[config.mk]
export PLATFORM = sky130hd
export DESIGN_NAME = conv_array_controller_flat
export DESIGN_NICKNAME = d
export VERILOG_FILES = /design/src/rtl/conv_array_controller_if.sv /design/src/rtl/conv_array_controller.sv /design/src/flat_wrapper.sv
export SDC_FILE = /design/constraint.sdc
export NUM_CORES = 1
export LEC_CHECK = 0
export BUFFER_PORTS_ARGS = -buffer_cell sky130_fd_sc_hd__buf_2
export CAP_MARGIN = 20
export CORE_MARGIN = 3
export CORE_UTILIZATION = 45
export CTS_BUF_LIST = sky130_fd_sc_hd__clkbuf_16
export CTS_CLUSTER_DIAMETER = 40
export DETAILED_ROUTE_END_ITERATION = 8
export GPL_ROUTABILITY_DRIVEN = 0
export GPL_TIMING_DRIVEN = 0
export MAX_ROUTING_LAYER = met4
export PLACE_DENSITY = 0.65
export SYNTH_ARGS = -nofsm -noshare
export SYNTH_HDL_FRONTEND = slang
export SYNTH_SLANG_ARGS = --single-unit
[constraint.sdc]
create_clock -name clock -period 7.2 [get_ports clock]
set_input_delay 1.08 -clock clock [delete_from_list [all_inputs] [get_ports clock]]
set_output_delay 1.08 -clock clock [all_outputs]
set_load 0.1 [all_outputs]
[src/rtl/conv_array_controller_if.sv]
// Handshake, SRAM and cell-array signals of the conv array controller.
// master = controller side, slave = SRAM / cell array / run-busy host side.
interface conv_array_controller_if;
  logic        dut_run;
  logic        dut_busy;
  logic [11:0] sram_rd_addr;
  logic [15:0] sram_rd_data;
  logic        sram_wr_en;
  logic [11:0] sram_wr_addr;
  logic [15:0] sram_wr_data;
  logic        cell_load_weight;
  logic [15:0] cell_weight;
  logic        cell_go;
  logic [15:0] cell_data;
  logic        cell_idx_en;
  logic [11:0] cell_write_addr;
  logic [3:0]  cell_idx;
  logic [11:0] cell_write_addr_ret;
  logic [3:0]  cell_idx_ret;
  logic [15:0] cell_neg_flag;

  modport master (
    input  dut_run, sram_rd_data, cell_write_addr_ret, cell_idx_ret, cell_neg_flag,
    output dut_busy, sram_rd_addr, sram_wr_en, sram_wr_addr, sram_wr_data,
           cell_load_weight, cell_weight, cell_go, cell_data, cell_idx_en,
           cell_write_addr, cell_idx
  );

  modport slave (
    output dut_run, sram_rd_data, cell_write_addr_ret, cell_idx_ret, cell_neg_flag,
    input  dut_busy, sram_rd_addr, sram_wr_en, sram_wr_addr, sram_wr_data,
           cell_load_weight, cell_weight, cell_go, cell_data, cell_idx_en,
           cell_write_addr, cell_idx
  );
endinterface

[src/rtl/conv_array_controller.sv]
// Sequences a 16-cell binary conv array over a 16x16 image, one 13-pixel output row per pass.
// Row 0 takes 20 cycles, later rows 17; dut_run is ignored while busy, all outputs registered.
module conv_array_controller #(
  parameter logic [11:0] WEIGHT_ADDR = 12'h000,
  parameter logic [11:0] IN_BASE     = 12'h001,
  parameter logic [11:0] OUT_BASE    = 12'h100,
  parameter int unsigned THRESH      = 8
) (
  input logic                       clock,
  input logic                       reset,
  conv_array_controller_if.master   bus
);
  localparam logic [4:0] LP_THRESH = 5'(THRESH);

  typedef enum logic [2:0] {IDLE, W_RD, W_LD, R_RD, R_WAIT, CONV, DRAIN, WRITE} state_t;
  state_t r_state, w_state_nxt;

  logic [3:0][15:0] r_rowbuf, w_rowbuf_nxt;
  logic [3:0]  r_row, r_c, w_c_nxt;
  logic [1:0]  r_rd_cnt;
  logic        r_prev_rd, r_flag_vld;
  logic [15:0] r_acc, w_acc_nxt, w_win;
  logic [4:0]  w_cnt;

  logic        r_busy, r_wr_en, r_load, r_go, r_idx_en;
  logic [11:0] r_rd_addr, r_wr_addr, r_waddr;
  logic [15:0] r_wr_data, r_weight, r_data;
  logic [3:0]  r_idx;

  assign bus.dut_busy         = r_busy;
  assign bus.sram_rd_addr     = r_rd_addr;
  assign bus.sram_wr_en       = r_wr_en;
  assign bus.sram_wr_addr     = r_wr_addr;
  assign bus.sram_wr_data     = r_wr_data;
  assign bus.cell_load_weight = r_load;
  assign bus.cell_weight      = r_weight;
  assign bus.cell_go          = r_go;
  assign bus.cell_data        = r_data;
  assign bus.cell_idx_en      = r_idx_en;
  assign bus.cell_write_addr  = r_waddr;
  assign bus.cell_idx         = r_idx;

  always_ff @(posedge clock or negedge reset) begin
    if (!reset) r_state <= IDLE;
    else        r_state <= w_state_nxt;
  end

  always_comb begin
    w_state_nxt = r_state;
    case (r_state)
      IDLE:    if (bus.dut_run) w_state_nxt = W_RD;
      W_RD:    w_state_nxt = W_LD;
      W_LD:    w_state_nxt = R_RD;
      R_RD:    if (r_row != 4'd0 || r_rd_cnt == 2'd3) w_state_nxt = R_WAIT;
      R_WAIT:  w_state_nxt = CONV;
      CONV:    if (r_c == 4'd12) w_state_nxt = DRAIN;
      DRAIN:   w_state_nxt = WRITE;
      WRITE:   w_state_nxt = (r_row == 4'd12) ? IDLE : R_RD;
      default: w_state_nxt = IDLE;
    endcase
  end

  // Window and write data are taken from next-cycle values so the word
  // arriving this cycle is already visible to the registered outputs.
  always_comb begin
    w_rowbuf_nxt = r_prev_rd ? {bus.sram_rd_data, r_rowbuf[3:1]} : r_rowbuf;
    w_c_nxt      = (r_state == CONV) ? r_c + 4'd1 : 4'd0;
    w_win        = '0;
    for (int i = 0; i < 4; i++)
      for (int j = 0; j < 4; j++)
        w_win[4*i+j] = w_rowbuf_nxt[i][w_c_nxt + 4'(j)];
    w_cnt = '0;
    for (int k = 0; k < 16; k++)
      w_cnt = w_cnt + 5'(bus.cell_neg_flag[k]);
    w_acc_nxt = r_acc;
    if (r_flag_vld && bus.cell_idx_ret < 4'd13)
      w_acc_nxt[bus.cell_idx_ret] = (w_cnt <= LP_THRESH);
  end

  always_ff @(posedge clock or negedge reset) begin
    if (!reset) begin
      r_rowbuf   <= '0;
      r_row      <= '0;
      r_c        <= '0;
      r_rd_cnt   <= '0;
      r_prev_rd  <= 1'b0;
      r_flag_vld <= 1'b0;
      r_acc      <= '0;
      r_busy     <= 1'b0;
      r_rd_addr  <= '0;
      r_wr_en    <= 1'b0;
      r_wr_addr  <= '0;
      r_wr_data  <= '0;
      r_load     <= 1'b0;
      r_weight   <= '0;
      r_go       <= 1'b0;
      r_idx_en   <= 1'b0;
      r_data     <= '0;
      r_waddr    <= '0;
      r_idx      <= '0;
    end else begin
      r_busy     <= (w_state_nxt != IDLE);
      r_rowbuf   <= w_rowbuf_nxt;
      r_prev_rd  <= (r_state == R_RD);
      r_rd_cnt   <= (r_state == R_RD) ? r_rd_cnt + 2'd1 : 2'd0;
      r_c        <= w_c_nxt;
      r_flag_vld <= r_go;

      if (w_state_nxt == W_RD)
        r_row <= '0;
      else if (r_state == WRITE && w_state_nxt == R_RD)
        r_row <= r_row + 4'd1;

      if (w_state_nxt == W_RD)
        r_rd_addr <= WEIGHT_ADDR;
      else if (w_state_nxt == R_RD) begin
        if (r_state == W_LD)       r_rd_addr <= IN_BASE;
        else if (r_state == WRITE) r_rd_addr <= IN_BASE + 12'(r_row) + 12'd4;
        else                       r_rd_addr <= r_rd_addr + 12'd1;
      end

      r_load <= (r_state == W_LD);
      if (r_state == W_LD) r_weight <= bus.sram_rd_data;

      r_go     <= (w_state_nxt == CONV);
      r_idx_en <= (w_state_nxt == CONV);
      if (w_state_nxt == CONV) begin
        r_data  <= w_win;
        r_waddr <= OUT_BASE + 12'(r_row);
        r_idx   <= w_c_nxt;
      end

      r_wr_en <= (w_state_nxt == WRITE);
      if (w_state_nxt == WRITE) begin
        r_wr_addr <= bus.cell_write_addr_ret;
        r_wr_data <= w_acc_nxt;
        r_acc     <= '0;
      end else begin
        r_acc     <= w_acc_nxt;
      end
    end
  end
endmodule

[src/flat_wrapper.sv]
// flat-port wrapper written by rule: the top's interface ports become plain ports
module conv_array_controller_flat 
#(
  parameter logic [11:0] WEIGHT_ADDR = 12'h000,
  parameter logic [11:0] IN_BASE     = 12'h001,
  parameter logic [11:0] OUT_BASE    = 12'h100,
  parameter int unsigned THRESH      = 8
)
  (clock, reset, bus_dut_run, bus_sram_rd_data, bus_cell_write_addr_ret, bus_cell_idx_ret, bus_cell_neg_flag, bus_dut_busy, bus_sram_rd_addr, bus_sram_wr_en, bus_sram_wr_addr, bus_sram_wr_data, bus_cell_load_weight, bus_cell_weight, bus_cell_go, bus_cell_data, bus_cell_idx_en, bus_cell_write_addr, bus_cell_idx);
  conv_array_controller_if bus_i ();
  input logic clock;
  input logic reset;
  input wire logic [$bits(bus_i.dut_run)-1:0] bus_dut_run;
  input wire logic [$bits(bus_i.sram_rd_data)-1:0] bus_sram_rd_data;
  input wire logic [$bits(bus_i.cell_write_addr_ret)-1:0] bus_cell_write_addr_ret;
  input wire logic [$bits(bus_i.cell_idx_ret)-1:0] bus_cell_idx_ret;
  input wire logic [$bits(bus_i.cell_neg_flag)-1:0] bus_cell_neg_flag;
  output wire logic [$bits(bus_i.dut_busy)-1:0] bus_dut_busy;
  output wire logic [$bits(bus_i.sram_rd_addr)-1:0] bus_sram_rd_addr;
  output wire logic [$bits(bus_i.sram_wr_en)-1:0] bus_sram_wr_en;
  output wire logic [$bits(bus_i.sram_wr_addr)-1:0] bus_sram_wr_addr;
  output wire logic [$bits(bus_i.sram_wr_data)-1:0] bus_sram_wr_data;
  output wire logic [$bits(bus_i.cell_load_weight)-1:0] bus_cell_load_weight;
  output wire logic [$bits(bus_i.cell_weight)-1:0] bus_cell_weight;
  output wire logic [$bits(bus_i.cell_go)-1:0] bus_cell_go;
  output wire logic [$bits(bus_i.cell_data)-1:0] bus_cell_data;
  output wire logic [$bits(bus_i.cell_idx_en)-1:0] bus_cell_idx_en;
  output wire logic [$bits(bus_i.cell_write_addr)-1:0] bus_cell_write_addr;
  output wire logic [$bits(bus_i.cell_idx)-1:0] bus_cell_idx;
  assign bus_i.dut_run = bus_dut_run;
  assign bus_i.sram_rd_data = bus_sram_rd_data;
  assign bus_i.cell_write_addr_ret = bus_cell_write_addr_ret;
  assign bus_i.cell_idx_ret = bus_cell_idx_ret;
  assign bus_i.cell_neg_flag = bus_cell_neg_flag;
  assign bus_dut_busy = bus_i.dut_busy;
  assign bus_sram_rd_addr = bus_i.sram_rd_addr;
  assign bus_sram_wr_en = bus_i.sram_wr_en;
  assign bus_sram_wr_addr = bus_i.sram_wr_addr;
  assign bus_sram_wr_data = bus_i.sram_wr_data;
  assign bus_cell_load_weight = bus_i.cell_load_weight;
  assign bus_cell_weight = bus_i.cell_weight;
  assign bus_cell_go = bus_i.cell_go;
  assign bus_cell_data = bus_i.cell_data;
  assign bus_cell_idx_en = bus_i.cell_idx_en;
  assign bus_cell_write_addr = bus_i.cell_write_addr;
  assign bus_cell_idx = bus_i.cell_idx;
  conv_array_controller #(.WEIGHT_ADDR(WEIGHT_ADDR), .IN_BASE(IN_BASE), .OUT_BASE(OUT_BASE), .THRESH(THRESH)) u_core (.clock(clock), .reset(reset), .bus(bus_i));
endmodule
# After elaboration in Yosys (flattened, before gate mapping)
# Index checks and enable logic that the tools add are counted.
# totals
ff_bits	187
latchBits	0
mem_bits_rw	0
rom_bits	0
inputBits	51
out_inout_bits	93
n_memories	0
# classes
addsub	25
multipliers	0
div	0
magnitude_cmp	8
n_eq_ne	14
shifts	0
mux	51
n_bitwise	0
reduce_logical	9
# ops
op	n
5-bit by 1-bit adder with 5-bit output	14
1-bit binary-select mux with 4-bit select	16
64-bit 2-to-1 mux	1
12-bit 2-to-1 mux	4
16-bit 2-to-1 mux	2
4-bit by 5-bit less-than comparator with 1-bit output, second input constant	5
3-bit case mux with 8 select lines	1
3-bit == test, second input constant	6
1-bit 2-to-1 mux	17
16-bit bitwise mux	1
12-bit by 1-bit adder with 12-bit output, second input constant	1
12-bit by 3-bit adder with 12-bit output, second input constant	1
4-bit by 1-bit adder with 4-bit output, second input constant	3
4-bit 2-to-1 mux	3
9-bit by 4-bit adder with 10-bit output, first input constant	1
3-bit by 2-bit == test with 1-bit output, second input constant	3
3-bit 2-to-1 mux	3
4-bit by 2-bit adder with 4-bit output, second input constant	2
4-bit == test, second input constant	2
3-bit by 1-bit == test with 1-bit output, second input constant	2
1-bit by 4-bit adder with 5-bit output, first input constant	1
5-bit by 4-bit <= comparator with 1-bit output, second input constant	1
1-bit demux with 4-bit select	1
4-bit by 1-bit greater-or-equal comparator with 1-bit output, second input constant	1
11 further kinds	15

# Depth between registers and ports, before layout
# logic_depth
depth_word	19
ltp_mapped	19
mapped_depth_nobuf	18

# Worst setup path after synthesis
# Ideal clock, no wire load.
# synth_timing
path_type	input-to-reg
startpoint	in bus_cell_neg_flag[0]
endpoint	reg u_core.r_wr_data[12], in the netlist u_core.bus.sram_wr_data[12]
arrival_ns	5.483
slack_ns	1.635
cell_stages	18
path_buffers	1
path_cell_list	ha_1 -> inv_1 -> fa_1 -> inv_1 -> fa_1 -> fa_1 -> inv_1 -> fa_1 -> inv_1 -> fa_1 -> fa_1 -> or3_1 -> a21oi_1 -> o31ai_1 -> o31ai_1 -> clkbuf_1 -> mux2i_1 -> o21ai_0
# synth_via
elab_chain_len	18
# synth_rtl
element	line_no	text
from (decl)	flat_wrapper.sv:17	input wire logic [$bits(bus_i.cell_neg_flag)-1:0] bus_cell_neg_flag;
1-bit by 1-bit adder with 2-bit output	conv_array_controller.sv:74	w_cnt = w_cnt + 5'(bus.cell_neg_flag[k]);
5-bit by 1-bit adder with 5-bit output (14 in series)	conv_array_controller.sv:74	
5-bit by 4-bit <= comparator with 1-bit output	conv_array_controller.sv:77	w_acc_nxt[bus.cell_idx_ret] = (w_cnt <= LP_THRESH);
16-bit bitwise mux	conv_array_controller.sv:77	
16-bit 2-to-1 mux	conv_array_controller.sv:76	if (r_flag_vld && bus.cell_idx_ret < 4'd13)
to (signal assigned)	conv_array_controller.sv:136	r_wr_data <= w_acc_nxt;
to (decl)	conv_array_controller.sv:27	logic [15:0] r_wr_data, r_weight, r_data;
# Every way passes these cells.
# A chain may end at the register's enable or synchronous reset.

# Worst setup path after layout
# layout_timing
startpoint	in bus_cell_neg_flag[0]
endpoint	reg u_core.r_wr_data[6], in the netlist u_core.bus.sram_wr_data[6]
# Same word-level chain as after synthesis.

==> reports/results.ini <==
[status]
status=finished, final reports clean

[setup_path]
path_class=input pin to register
path_buf_inv=6
critical-path-top-delay-family=adder cells
end_kind=register
critPathLaunchType=input pin
cp_data_required_time_ps=7560
slowest_stage=fa_1
worstPathArrival_ps=6020
crit_path_max_incr_delay_ps=520
crit_top_cell=fa_1
crit_chain=buf_2 -> ha_1 -> inv_1 -> fa_1 -> inv_1 -> fa_1 -> fa_1 -> inv_1 -> fa_1 -> inv_1 -> fa_1 -> fa_1 -> or3_1 -> a21oi_1 -> o31ai_1 -> o31ai_1 -> clkbuf_1 -> mux2i_1 -> o21ai_0
cp_max_fo=10

[clock_tree]
cts_tree=built
post_cts_buffers=0
clock_path_buffers=2
clkSlewWorstSetupHoldPaths_ps=80
cts_root_buf=clkbuf_16
cts_hold_buf=0
insertion_delay_ps=450
numCtsBuffers=17
post_cts_resized=0
cts_max_level=4
cts_sinks=180

[timing]
setup_viol=0
fmax_mhz=177
fin_skew_ps=14.2
tightest_slew_ps=762
report.final.slew_viol_count=0
fin_crit_sh_pct=78.6
layout_min_cycle_time_ps=5660
final_hold_viol_count=0
grt_setup_unrepaired=false
relSlewSlack_pct=48.5
final.setup.tns_ps=0

[route]
drtIter0Drc=668
ant_nets=0
wl_mm=26.7
drtPass1Iterations=5
wl_per_cell_microns=18.7
drc=0
vias=7805
drt-vias-per-instance=5.45

[floorplanning]
io_pins=144
die_w_microns=155
die_height_microns=155
fp-row-count=53
start_util_pct=46.5
die_area_sq_mm=0.0239
core-area_sq_mm=0.0214

[logic_synthesis]
synth-edff-count=0
syn_area_sq_mm=0.00993
syn_area_per_cell_sq_um=10.1
synth_ff_type=dfrtp_1
ys_ff_latch=180
async_flop_share_pct=100
post_synth_num_cell_types=67
syn-instance-count=981
yosysSeqAreaShare_pct=45.4
ys.warnings.count=0

[placed_design]
port_buffers=136
post-dp-hpwl_mm=20.0
postPlaceCellArea_sq_mm=0.0110

[finish]
drive_gt1_share_pct=24.1
fillers=1913
finalInstanceArea_sq_mm=0.0117
area_delta_synth_final_pct=17.4
fin_util_pct=54.6
multi_input_area_sq_mm=0.00484
ff_latch_area_sq_mm=0.00450
fin_nets=1220
diodes=0

[grt]
gr-usage-met2_pct=35.2
met1_usage_pct=32.1
grt_usage_pct=23.2
grtUsageMet3_pct=4.09
grt_overflow=0
grt-busiest-layer=met2
grt_max_degree=94
grt_pass1_wl_mm=42.2
antenna_found_initial=0
grt_pass1_vias=7609

[worst_hold_path]
hold_class=register to register

[flow_run]
max_cap_violations=0

==> stage by stage <==
| step | hold slack, ps | setup WS [ps] | instances |
|---|---|---|---|
| after floorplan | 415 | 1630 | 987 |
| after global placement | 423 | 1180 | 1398 |
| after detailed placement | 422 | 1070 | 1399 |
| after CTS | 439 | 1520 | 1431 |
| after global routing | 469 | 1290 | 1431 |
| final | 437 | 1540 | 1431 |
==> synthesized netlist by cell type (5+ instances only) <==
cell,count,area (sq um)
buf_4,18,135
nand2_1,157,589
o21ai_1,6,30.0
a211oi_1,11,82.6
nor2b_1,6,37.5
mux4_2,15,338
buf_1,5,18.8
nor3_1,11,55.1
nand3_1,14,70.1
xor2_1,6,52.6
ha_1,16,200
buf_2,11,55.1
mux2_2,52,586
nor2_1,81,304
and2_1,7,43.8
inv_1,66,248
fa_1,10,200
a21oi_1,24,120
o21ai_0,58,290
mux2i_1,103,1030
dfrtp_1,180,4500
o211ai_1,14,105
clkbuf_1,26,97.6
and3_1,9,56.3
==> cell families after synthesis <==
kind of cell	Yosys count	synth area share, %
AO/OA/AOI/OAI	149	9.41
XOR/XNOR	13	1.60
adder cells (fa/ha/maj)	26	4.03
buffers and inverters	132	6.11
flip-flops	180	45.4
multiplexers	172	20.0
other	1	0.0378
AND/OR/NAND/NOR	308	13.4
==> state kept, by name, indices dropped and copies added (netlist names), 5 cells and up <==
| name | flops |
|---|---|
| u_core.r_rowbuf | 64 |
| u_core.bus.cell_data | 16 |
| u_core.bus.cell_weight | 16 |
| u_core.bus.sram_wr_data | 16 |
| u_core.r_acc | 16 |
| u_core.bus.sram_rd_addr | 12 |
| u_core.bus.sram_wr_addr | 12 |
| u_core.bus.cell_write_addr | 5 |
==> cell type report <==
cell class,instances,area share (%)
Buffer,63,2.92
Multi-Input combinational cell,675,41.5
Clock inverter,15,1.86
Inverter,69,2.29
Timing Repair Buffer,137,6.16
Tap cell,275,2.95
Clock buffer,17,3.65
Sequential cell,180,38.6
==> worst reg2reg max path: cells and delay by family (launching register included) <==
| kind | cells | cell delay, ps |
|---|---|---|
| fa+ha+maj | 2 | 540 |
| flops | 1 | 490 |
| mux | 1 | 340 |
| compound gates | 5 | 1310 |
| buf+inv | 4 | 1340 |
| simple gates | 1 | 120 |
==> cells in the final DEF (no fill, tap or decap), types with 4 or more instances in the layout <==
cell type	n
dfrtp_1	180
nand2_1	157
buf_2	146
mux2i_1	103
nor2_1	81
inv_1	66
o21ai_0	58
mux2_2	52
clkbuf_1	26
a21oi_1	24
buf_4	18
clkbuf_16	17
ha_1	16
mux4_2	15
nand3_1	14
o211ai_1	14
nor3_1	11
a211oi_1	11
fa_1	10
and3_1	9
clkinv_8	8
and2_1	7
conb_1	7
xor2_1	6
nor2b_1	6
o21ai_1	6
buf_1	5
inv_6	4
xnor2_1	4
nand3b_1	4
a31oi_1	4
a22oi_1	4
==> final timing paths <==
path                       cells past startpoint                                     end                          from  slack, ps
setup / recovery                              19  u_core.bus.sram_wr_data[6]$_DFFE_PN0P_          bus_cell_neg_flag[0]       1540
hold / removal                                 0             u_core.r_flag_vld$_DFF_PN0_  u_core.bus.cell_go$_DFF_PN0_        440
setup reg to reg                              13    u_core.bus.cell_data[15]$_DFFE_PN0P_       u_core.r_c[0]$_DFF_PN0_       2900
hold reg to reg                                0             u_core.r_flag_vld$_DFF_PN0_  u_core.bus.cell_go$_DFF_PN0_        440
max in group asynchronous                      2             u_core.r_row[3]$_DFFE_PN0P_                         reset       5700
min in group asynchronous                      1  u_core.bus.sram_wr_data[1]$_DFFE_PN0P_                         reset        620
==> layer usage <==
layer	vias up	part of all wire, %
met3	39	6.8
met5	-	0
met4	0	2.4
met2	285	46
met1	3791	45
li1	3690	-
Power is not shown: default switching activity piles up to over one toggle a cycle in this logic, so the estimate is an artifact.
